File: src/rtl/game_round_ctrl_if.sv
// Display/button bundle between game_round_ctrl and the DE2 board datapath.
// The controller uses the slave modport; the board side (or a bench) uses master.
interface game_round_ctrl_if;
    logic [3:0] KEY_N;
    logic [3:0] target;
    logic       led_hit;
    logic       led_miss;
    logic [7:0] score_bcd;
    logic [1:0] lives;
    logic [2:0] state;
    logic       game_over;

    modport master (
        output KEY_N,
        input  target, led_hit, led_miss, score_bcd, lives, state, game_over
    );

    modport slave (
        input  KEY_N,
        output target, led_hit, led_miss, score_bcd, lives, state, game_over
    );
endinterface

File: src/rtl/game_round_ctrl.sv
// Round sequencer for the DE2 key-press reaction game: debounce, target pick, timing, scoring.
// Define GAME_SPEEDUP_EN to shrink the response window as the score grows.
module game_round_ctrl #(
    parameter int unsigned TICK_DIV = 50000,
    parameter int unsigned DEB_MS   = 10,
    parameter int unsigned SHOW_MS  = 500,
    parameter int unsigned ROUND_MS = 1000,
    parameter int unsigned FB_MS    = 250,
    parameter int unsigned LIVES    = 3
) (
    input  logic               CLK,
    input  logic               RST,
    game_round_ctrl_if.slave   bus
);

    localparam int unsigned TW     = (TICK_DIV > 1) ? $clog2(TICK_DIV) : 1;
    localparam int unsigned DW     = $clog2(DEB_MS + 1);
    localparam int unsigned MAXLEN = (SHOW_MS > ROUND_MS) ?
                                     ((SHOW_MS > FB_MS) ? SHOW_MS : FB_MS) :
                                     ((ROUND_MS > FB_MS) ? ROUND_MS : FB_MS);
    localparam int unsigned TMW    = $clog2(MAXLEN + 1);

    localparam logic [TW-1:0]  TICK_LAST  = TW'(TICK_DIV - 1);
    localparam logic [DW-1:0]  DEB_LAST   = DW'(DEB_MS - 1);
    localparam logic [TMW-1:0] SHOW_LEN   = TMW'(SHOW_MS);
    localparam logic [TMW-1:0] ROUND_LEN  = TMW'(ROUND_MS);
    localparam logic [TMW-1:0] FB_LEN     = TMW'(FB_MS);
    localparam logic [1:0]     LIVES_INIT = 2'(LIVES);

    typedef enum logic [2:0] {
        IDLE = 3'd0,
        SHOW = 3'd1,
        WAIT = 3'd2,
        HIT  = 3'd3,
        MISS = 3'd4,
        OVER = 3'd5
    } state_t;

    state_t st, st_n;

    logic [3:0] sync1, sync2;
    always_ff @(posedge CLK) begin
        if (RST) begin
            sync1 <= '1;
            sync2 <= '1;
        end else begin
            sync1 <= bus.KEY_N;
            sync2 <= sync1;
        end
    end

    logic [TW-1:0] tick_cnt;
    logic          ms_tick;
    assign ms_tick = (tick_cnt == TICK_LAST);

    always_ff @(posedge CLK) begin
        if (RST || ms_tick) tick_cnt <= '0;
        else                tick_cnt <= tick_cnt + 1'b1;
    end

    logic [3:0]    deb, press;
    logic [DW-1:0] deb_cnt [4];

    // press fires in the same edge the debounced level falls, so it trails deb by nothing
    always_ff @(posedge CLK) begin
        if (RST) begin
            deb   <= '1;
            press <= '0;
            for (int unsigned i = 0; i < 4; i++) deb_cnt[i] <= '0;
        end else begin
            press <= '0;
            for (int unsigned i = 0; i < 4; i++) begin
                if (sync2[i] == deb[i]) begin
                    deb_cnt[i] <= '0;
                end else if (ms_tick) begin
                    if (deb_cnt[i] == DEB_LAST) begin
                        deb[i]     <= sync2[i];
                        deb_cnt[i] <= '0;
                        press[i]   <= ~sync2[i];
                    end else begin
                        deb_cnt[i] <= deb_cnt[i] + 1'b1;
                    end
                end
            end
        end
    end

    logic press_any, press_multi;
    assign press_any   = |press;
    assign press_multi = (press & (press - 4'd1)) != 4'd0;

    logic [7:0] lfsr;
    always_ff @(posedge CLK) begin
        if (RST) lfsr <= 8'hA5;
        else     lfsr <= {lfsr[6:0], lfsr[7] ^ lfsr[5] ^ lfsr[4] ^ lfsr[3]};
    end

    logic [7:0]     score, score_n, score_inc;
    logic [1:0]     lives_r, lives_n;
    logic [3:0]     target_r, target_n;
    logic           led_hit_r, led_miss_r, game_over_r;
    logic [TMW-1:0] timer, plen, wait_len;
    logic           t_end;

    assign t_end = ms_tick && (timer == TMW'(1));

    always_comb begin
        score_inc = score;
        if (score != 8'h99) begin
            if (score[3:0] == 4'd9) score_inc = {score[7:4] + 4'd1, 4'd0};
            else                    score_inc = {score[7:4], score[3:0] + 4'd1};
        end
    end

    always_comb begin
        st_n    = st;
        score_n = score;
        lives_n = lives_r;
        case (st)
            IDLE: if (press_any) begin
                st_n    = SHOW;
                score_n = '0;
                lives_n = LIVES_INIT;
            end
            SHOW: if (t_end) st_n = WAIT;
            WAIT: begin
                // a press on the timeout cycle is judged rather than treated as a timeout
                if (press_any) begin
                    if (!press_multi && press == target_r) begin
                        st_n    = HIT;
                        score_n = score_inc;
                    end else begin
                        st_n    = MISS;
                        lives_n = (lives_r != 2'd0) ? lives_r - 2'd1 : 2'd0;
                    end
                end else if (t_end) begin
                    st_n    = MISS;
                    lives_n = (lives_r != 2'd0) ? lives_r - 2'd1 : 2'd0;
                end
            end
            HIT:  if (t_end) st_n = SHOW;
            MISS: if (t_end) st_n = (lives_r == 2'd0) ? OVER : SHOW;
            OVER: if (press_any) st_n = IDLE;
            default: st_n = IDLE;
        endcase
    end

    always_comb begin
        target_n = '0;
        case (st_n)
            SHOW: target_n = (st == SHOW) ? target_r : (4'b0001 << lfsr[1:0]);
            WAIT: target_n = target_r;
            default: target_n = '0;
        endcase
    end

`ifdef GAME_SPEEDUP_EN
    logic [TMW-1:0] window, window_n;
    logic [7:0]     spd_bin;
    logic [31:0]    spd_red;

    always_comb begin
        spd_bin = {4'd0, score_n[7:4]} * 8'd10 + {4'd0, score_n[3:0]};
        spd_red = 32'(spd_bin[7:2]) * (ROUND_MS / 8);
        if (spd_red > ROUND_MS - ROUND_MS / 4) window_n = TMW'(ROUND_MS / 4);
        else                                   window_n = TMW'(ROUND_MS - spd_red);
    end

    always_ff @(posedge CLK) begin
        if (RST)                            window <= ROUND_LEN;
        else if (st_n == SHOW && st != SHOW) window <= window_n;
    end

    assign wait_len = window;
`else
    assign wait_len = ROUND_LEN;
`endif

    always_comb begin
        plen = '0;
        case (st_n)
            SHOW:      plen = SHOW_LEN;
            WAIT:      plen = wait_len;
            HIT, MISS: plen = FB_LEN;
            default:   plen = '0;
        endcase
    end

    always_ff @(posedge CLK) begin
        if (RST) begin
            st          <= IDLE;
            score       <= '0;
            lives_r     <= LIVES_INIT;
            target_r    <= '0;
            led_hit_r   <= 1'b0;
            led_miss_r  <= 1'b0;
            game_over_r <= 1'b0;
            timer       <= '0;
        end else begin
            st          <= st_n;
            score       <= score_n;
            lives_r     <= lives_n;
            target_r    <= target_n;
            led_hit_r   <= (st_n == HIT);
            led_miss_r  <= (st_n == MISS);
            game_over_r <= (st_n == OVER);
            if (st_n != st)                      timer <= plen;
            else if (ms_tick && timer != '0)     timer <= timer - 1'b1;
        end
    end

    assign bus.target    = target_r;
    assign bus.led_hit   = led_hit_r;
    assign bus.led_miss  = led_miss_r;
    assign bus.score_bcd = score;
    assign bus.lives     = lives_r;
    assign bus.state     = st;
    assign bus.game_over = game_over_r;

endmodule

File: src/flat_wrapper.sv
// flat-port wrapper written by rule: the top's interface ports become plain ports
module game_round_ctrl_flat 
#(
    parameter int unsigned TICK_DIV = 50000,
    parameter int unsigned DEB_MS   = 10,
    parameter int unsigned SHOW_MS  = 500,
    parameter int unsigned ROUND_MS = 1000,
    parameter int unsigned FB_MS    = 250,
    parameter int unsigned LIVES    = 3
)
  (CLK, RST, bus_KEY_N, bus_target, bus_led_hit, bus_led_miss, bus_score_bcd, bus_lives, bus_state, bus_game_over);
  game_round_ctrl_if bus_i ();
  input  logic CLK;
  input  logic RST;
  input wire logic [$bits(bus_i.KEY_N)-1:0] bus_KEY_N;
  output wire logic [$bits(bus_i.target)-1:0] bus_target;
  output wire logic [$bits(bus_i.led_hit)-1:0] bus_led_hit;
  output wire logic [$bits(bus_i.led_miss)-1:0] bus_led_miss;
  output wire logic [$bits(bus_i.score_bcd)-1:0] bus_score_bcd;
  output wire logic [$bits(bus_i.lives)-1:0] bus_lives;
  output wire logic [$bits(bus_i.state)-1:0] bus_state;
  output wire logic [$bits(bus_i.game_over)-1:0] bus_game_over;
  assign bus_i.KEY_N = bus_KEY_N;
  assign bus_target = bus_i.target;
  assign bus_led_hit = bus_i.led_hit;
  assign bus_led_miss = bus_i.led_miss;
  assign bus_score_bcd = bus_i.score_bcd;
  assign bus_lives = bus_i.lives;
  assign bus_state = bus_i.state;
  assign bus_game_over = bus_i.game_over;
  game_round_ctrl #(.TICK_DIV(TICK_DIV), .DEB_MS(DEB_MS), .SHOW_MS(SHOW_MS), .ROUND_MS(ROUND_MS), .FB_MS(FB_MS), .LIVES(LIVES)) u_core (.CLK(CLK), .RST(RST), .bus(bus_i));
endmodule
File: config.mk
export PLATFORM = sky130hd
export DESIGN_NAME = game_round_ctrl_flat
export DESIGN_NICKNAME = d
export VERILOG_FILES = /design/src/rtl/game_round_ctrl_if.sv /design/src/rtl/game_round_ctrl.sv /design/src/flat_wrapper.sv
export SDC_FILE = /design/constraint.sdc
export NUM_CORES = 1
export LEC_CHECK = 0
export ABC_CLOCK_PERIOD_IN_PS = 4210
export BUFFER_PORTS_ARGS = -buffer_cell sky130_fd_sc_hd__buf_2
export CAP_MARGIN = 10
export CORE_ASPECT_RATIO = 2
export CORE_MARGIN = 5
export CORE_UTILIZATION = 50
export CTS_CLUSTER_SIZE = 20
export DETAILED_ROUTE_END_ITERATION = 10
export PLACE_DENSITY = 0.68
export SLEW_MARGIN = 0
export SYNTH_ARGS = -nofsm -noshare
export SYNTH_HDL_FRONTEND = slang
export SYNTH_SLANG_ARGS = --single-unit
File: constraint.sdc
create_clock -name CLK -period 4.21 [get_ports CLK]
set_input_delay 0.421 -clock CLK [delete_from_list [all_inputs] [get_ports CLK]]
set_output_delay 0.421 -clock CLK [all_outputs]
set_load 0.02 [all_outputs]
# Word-level counts from Yosys, hierarchy flattened
# Memory sizes are Yosys's and may differ from the RTL's.
# Cells that the tools add are included.
# totals
n_memories	1
register_bits	70
in_bits	6
mem_bits_rw	16
word_cells	214
# memory_table
name	depth	width	rd	rd_ports_with_merged_regs	wr	line	source
u_core.deb_cnt	4	4	4	0	4	game_round_ctrl.sv:62	logic [DW-1:0] deb_cnt [4];
# classes
n_addsub	10
muxes	93
n_eq_ne	32
shift	1
n_bitwise	30
n_reduce_logical	26
# op_table
op	n
2-to-1 mux 1 bit	54
2-to-1 mux 4 bit	13
2-to-1 mux 8 bit	5
one-hot mux 10 bit (3 select lines)	1
2-to-1 mux 3 bit	9
adder 4 x 1 -> 4 bit, second input constant	6
equality test 4 bit, second input constant	5
2-to-1 mux 10 bit	2
OR reduction 4 bit	5
one-hot mux 3 bit (6 select lines)	1
adder 16 x 1 -> 16 bit, second input constant	1
equality test 16 bit, second input constant	1
one-hot mux 8 bit (2 select lines)	1
NOT 1 bit	14
equality test 3 x 2 -> 1 bit, second input constant	4
equality test 3 bit, second input constant	4
OR 1 bit	12
AND reduction 3 bit	4
equality test 10 x 1 -> 1 bit, second input constant	1
2-to-1 mux 2 bit	5
!= test 2 x 1 -> 1 bit, second input constant	5
nonzero test 10 bit	1
subtractor 10 x 1 -> 10 bit, second input constant	1
!= test 8 bit, second input constant	1
other kinds (26)	36

# Depth between registers and ports, before layout
# logic_depth
word_depth	12
ltp_mapped	9
mapped_depth_nobuf	7

# Least setup slack after synthesis
# Ideal clock, no wire load.
# synth_timing
path_kind	flip-flop to flip-flop
start	register u_core.st[1] (netlist: u_core.bus.state[1])
end	register u_core.timer[3]
arrival_time_ns	2.104
t_required_ns	4.114
setup_ns	0.096
path_slack_ns	2.011
synth_period_minus_slack_ns	2.199
stages_incl_launch_ff	8
path_buffers	1
cell_sequence	dfxtp_1 -> buf_2 -> nor3b_1 -> o311ai_0 -> nand2_1 -> o31ai_4 -> o2111a_1 -> a221oi_1
# synth_via
elab_chain_len	7
# synth_lines
element	line	source
start: declaration	game_round_ctrl.sv:39	state_t st, st_n;
start signal: assignment	game_round_ctrl.sv:200	st <= st_n;
2-to-1 mux 3 bit	game_round_ctrl.sv:136	end else if (t_end) begin
2-to-1 mux 3 bit	game_round_ctrl.sv:128	if (press_any) begin
one-hot mux 3 bit (6 select lines)	game_round_ctrl.sv:119	case (st)
equality test 3 bit / equality test 3 x 2 -> 1 bit (equally long branches)	game_round_ctrl.sv:181	case (st_n)
OR reduction 2 bit	game_round_ctrl.sv:181	
one-hot mux 10 bit (3 select lines)	game_round_ctrl.sv:181	
2-to-1 mux 10 bit	game_round_ctrl.sv:207	if (st_n != st) timer <= plen;
end signal: assignment	game_round_ctrl.sv:207	
end signal: assignment	game_round_ctrl.sv:208	else if (ms_tick && timer != '0) timer <= timer - 1'b1;
end: declaration	game_round_ctrl.sv:102	logic [TMW-1:0] timer, plen, wait_len;
# Several ways; a longest one is shown, not always the timed one.
# A chain may end at the register's enable or synchronous reset.

# Final worst setup path
# layout_timing
start	register u_core.tick_cnt[0]
end	register u_core.timer[6]
# layout_via
elab_chain_len	9
# layout_lines
element	line	source
start: declaration	game_round_ctrl.sv:52	logic [TW-1:0] tick_cnt;
start signal: assignment	game_round_ctrl.sv:58	else tick_cnt <= tick_cnt + 1'b1;
equality test 16 bit (*)	game_round_ctrl.sv:54	assign ms_tick = (tick_cnt == TICK_LAST);
logical AND 1 bit	game_round_ctrl.sv:105	assign t_end = ms_tick && (timer == TMW'(1));
2-to-1 mux 3 bit	game_round_ctrl.sv:136	
2-to-1 mux 3 bit	game_round_ctrl.sv:128	
one-hot mux 3 bit (6 select lines)	game_round_ctrl.sv:119	
equality test 3 bit / equality test 3 x 2 -> 1 bit (equally long branches)	game_round_ctrl.sv:181	
OR reduction 2 bit	game_round_ctrl.sv:181	
one-hot mux 10 bit (3 select lines)	game_round_ctrl.sv:181	
2-to-1 mux 10 bit	game_round_ctrl.sv:207	
# Every way passes the cells marked *; elsewhere a longest branch is shown, timed or not.

==> impl_metrics.toml <==
[worst_setup_path]
cp.required_ns = 4.40
cp-start-kind = "flop"
regToRegSetupSlack_ns = 1.28
crit_path_max_fanout = 24
crit_type = "reg -> reg"
cp_data_arrival_time_ns = 3.12
cp-end-kind = "flop"

[clocking]
cts_tree = "done"
ctsHoldBuffers = 0
cts_num_sinks = 86
ctsResizeCount = 0
cts_setup_buffers = 0
clk_pin_slew_ns = 0.06
cts_buffers = 9
cts_root_buf = "clkbuf_16"
insertion_delay_ns = 0.34
clockBufferDepth = 2
htreeDepth = 3

[route]
drc = 0
post_drt_wl_per_cell_um = 15.2
routed_wl_um = 8760
via_count = 3334
drtPass1Iterations = 4
viasPerCell = 5.80
ant_nets = 0
drt_iter0_drc = 186

[timing]
rsz0062_at_grt = "false"
fin_crit_sh_pct = 69.7
layout_setup_ws_ns = 1.28
drv_slew = 0
setup_viol = 0
clock_skew_ns = 0.00629
period_minus_slack_ns = 2.93
max_freq_mhz = 341
hold_viol = 0
slew_headroom_pct = 35.3
setup_tns_ns = 0
tightestPinTransition_ns = 0.963

[power]
leakage_nw = 1.80
p_switching_uw = 363
pwr-share-clk_pct = 49.0
switching_share_pct = 20.5
ir_drop_uv = 317
power_per_cell_area_nw_per_um2 = 374
p_int_mw = 1.41
pwr-share-seq_pct = 48.8
combPwrFrac_pct = 2.3

[place]
place_ws_ns = 1.32
hpwl_um = 6350
globalplace.congestion = 0.839
io_buffers = 25
dp.cells = 559

[synth]
syn_area_um2 = 4210
ys_seq_elements = 86
yosysSeqAreaShare_pct = 44.7
ys_warn_count = 0
yosys.cell_types.count = 60
ys.flop_type = "dfxtp_1"
synthArstFlopShare_pct = 0
synth_edf_count = 16
avgSynthCellArea_um2 = 9.34
synthesis.nets = 473
synthCells = 451

[run_status]
status = "finished, final reports clean"

[final_layout]
insertedDiodeCount = 0
drive_above_1_share_pct = 14.5
syn2layout_area_growth_pct = 12.4
final_cell_mix = "70 x dfxtp_1, 59 x nor2_1, 32 x nand2_1, 25 x buf_2, 23 x nand3_1"
nets = 494
final_cell_count_no_fill = 575
layout.cells.most_common = "dfxtp_1"

[global_route]
antenna_found_initial = 0
track_usage_pct = 18.1
grt_max_degree = 47
grt_overflow = 0
grt_first_pass_wirelength_um = 15000
first_global_vias = 3408

[die]
die_x_um = 74.9
pin_count = 26
die-area_um2 = 10500
core-area_um2 = 8230
die_height_um = 140
initial_core_util_pct = 51.2
row_count = 47

[run]
max_cap_violations = 0

[hold_path]
hp-class = "in -> reg"
==> cells in the mapped netlist, types with 9 or more instances <==
| master | number | share of area, % |
|---|---|---|
| clkbuf_1 | 11 | 0.98 |
| a21oi_1 | 12 | 1.4 |
| nor3_1 | 9 | 1.1 |
| nand2_1 | 32 | 2.9 |
| inv_1 | 18 | 1.6 |
| ha_1 | 16 | 4.8 |
| nand3_1 | 23 | 2.7 |
| xnor2_1 | 16 | 3.3 |
| nand3b_1 | 11 | 2.0 |
| edfxtp_1 | 16 | 11 |
| nand4_1 | 9 | 1.3 |
| or2_2 | 13 | 1.9 |
| o21ai_0 | 15 | 1.8 |
| or3_1 | 11 | 1.6 |
| nor2_1 | 59 | 5.3 |
| dfxtp_1 | 70 | 33 |
| xor2_1 | 19 | 4.0 |
==> state kept, by name, indices dropped and copies added, names as in the netlist <==
signal,cells
u_core.bus.led_hit,1
u_core.tick_cnt,16
u_core.bus.score_bcd,8
u_core.sync2,4
u_core.bus.led_miss,1
u_core.bus.target,4
u_core.bus.state,3
u_core.deb_cnt,16
u_core.press,4
u_core.bus.lives,2
u_core.deb,4
u_core.timer,10
u_core.bus.game_over,1
u_core.sync1,4
u_core.lfsr,8
==> worst max-delay path, cell delays in order, from the launching register on <==
cell and delay [ns]:
dfxtp_1 0.35, ha_1 0.21, nand3_1 0.13, nand4b_2 0.65, o31a_1 0.53, o31ai_4 0.41, xor2_1 0.33, a311oi_1 0.15
==> per-layer routing <==
layer	up-vias	global-route usage, %	wire [µm]
li1	1654	-	-
met1	1593	19.0	3410
met2	67	31.5	4740
met3	20	4.98	328
met4	0	9.29	283
met5	-	0	0
==> kinds of logic (layout without fill, tap and decap cells) <==
kind of cell	Yosys count	in the layout	share of synthesized area (%)
AOI/OAI and AO/OA	68	68	12.2
xor gates and xnor gates	35	35	7.28
adders and majority gates	16	16	4.75
buffers and inverters	33	59	3.06
DFF	86	86	44.7
and+or+nand+nor	213	213	28.0
==> through the flow <==
step                      power (mW)  instance area, µm²  util, %  hold WS, ns
after floorplan                0.912                4210        -        0.389
after global placement         0.920                4400     53.4        0.392
after detailed placement       0.922                4400     53.4        0.397
after CTS                       1.79                4730     57.5        0.250
after global routing            1.83                4730     57.5        0.257
final                           1.77                4730     57.5        0.261
==> power by group through the flow <==
stage	sequential (mW)	clock, mW	combinational (mW)
global route	0.865	0.921	0.0465
finish	0.863	0.867	0.0404
floorplan	0.878	0	0.0332
CTS	0.863	0.883	0.0412
detailed placement	0.881	0	0.0405
global placement	0.881	0	0.0395
==> cell type report <==
type	instances	area (µm²)
clock buffer	11	275
clock inverter	5	60.1
fill	745	3500
inverter	18	67.6
multi-input combinational	332	2200
sequential	86	1880
tap	98	123
timing repair buffer	25	125
==> worst paths after layout <==
| check | start | endpoint | depth (start not counted) |
|---|---|---|---|
| min | bus_KEY_N[2] | u_core.sync1[2] | 2 |
| min reg2reg | u_core.sync1[3] | u_core.sync2[3] | 1 |
| max reg2reg | u_core.tick_cnt[0] | u_core.timer[6] | 7 |
| max | u_core.tick_cnt[0] | u_core.timer[6] | 7 |
No activity file was read; power rests on OpenSTA's default activity.
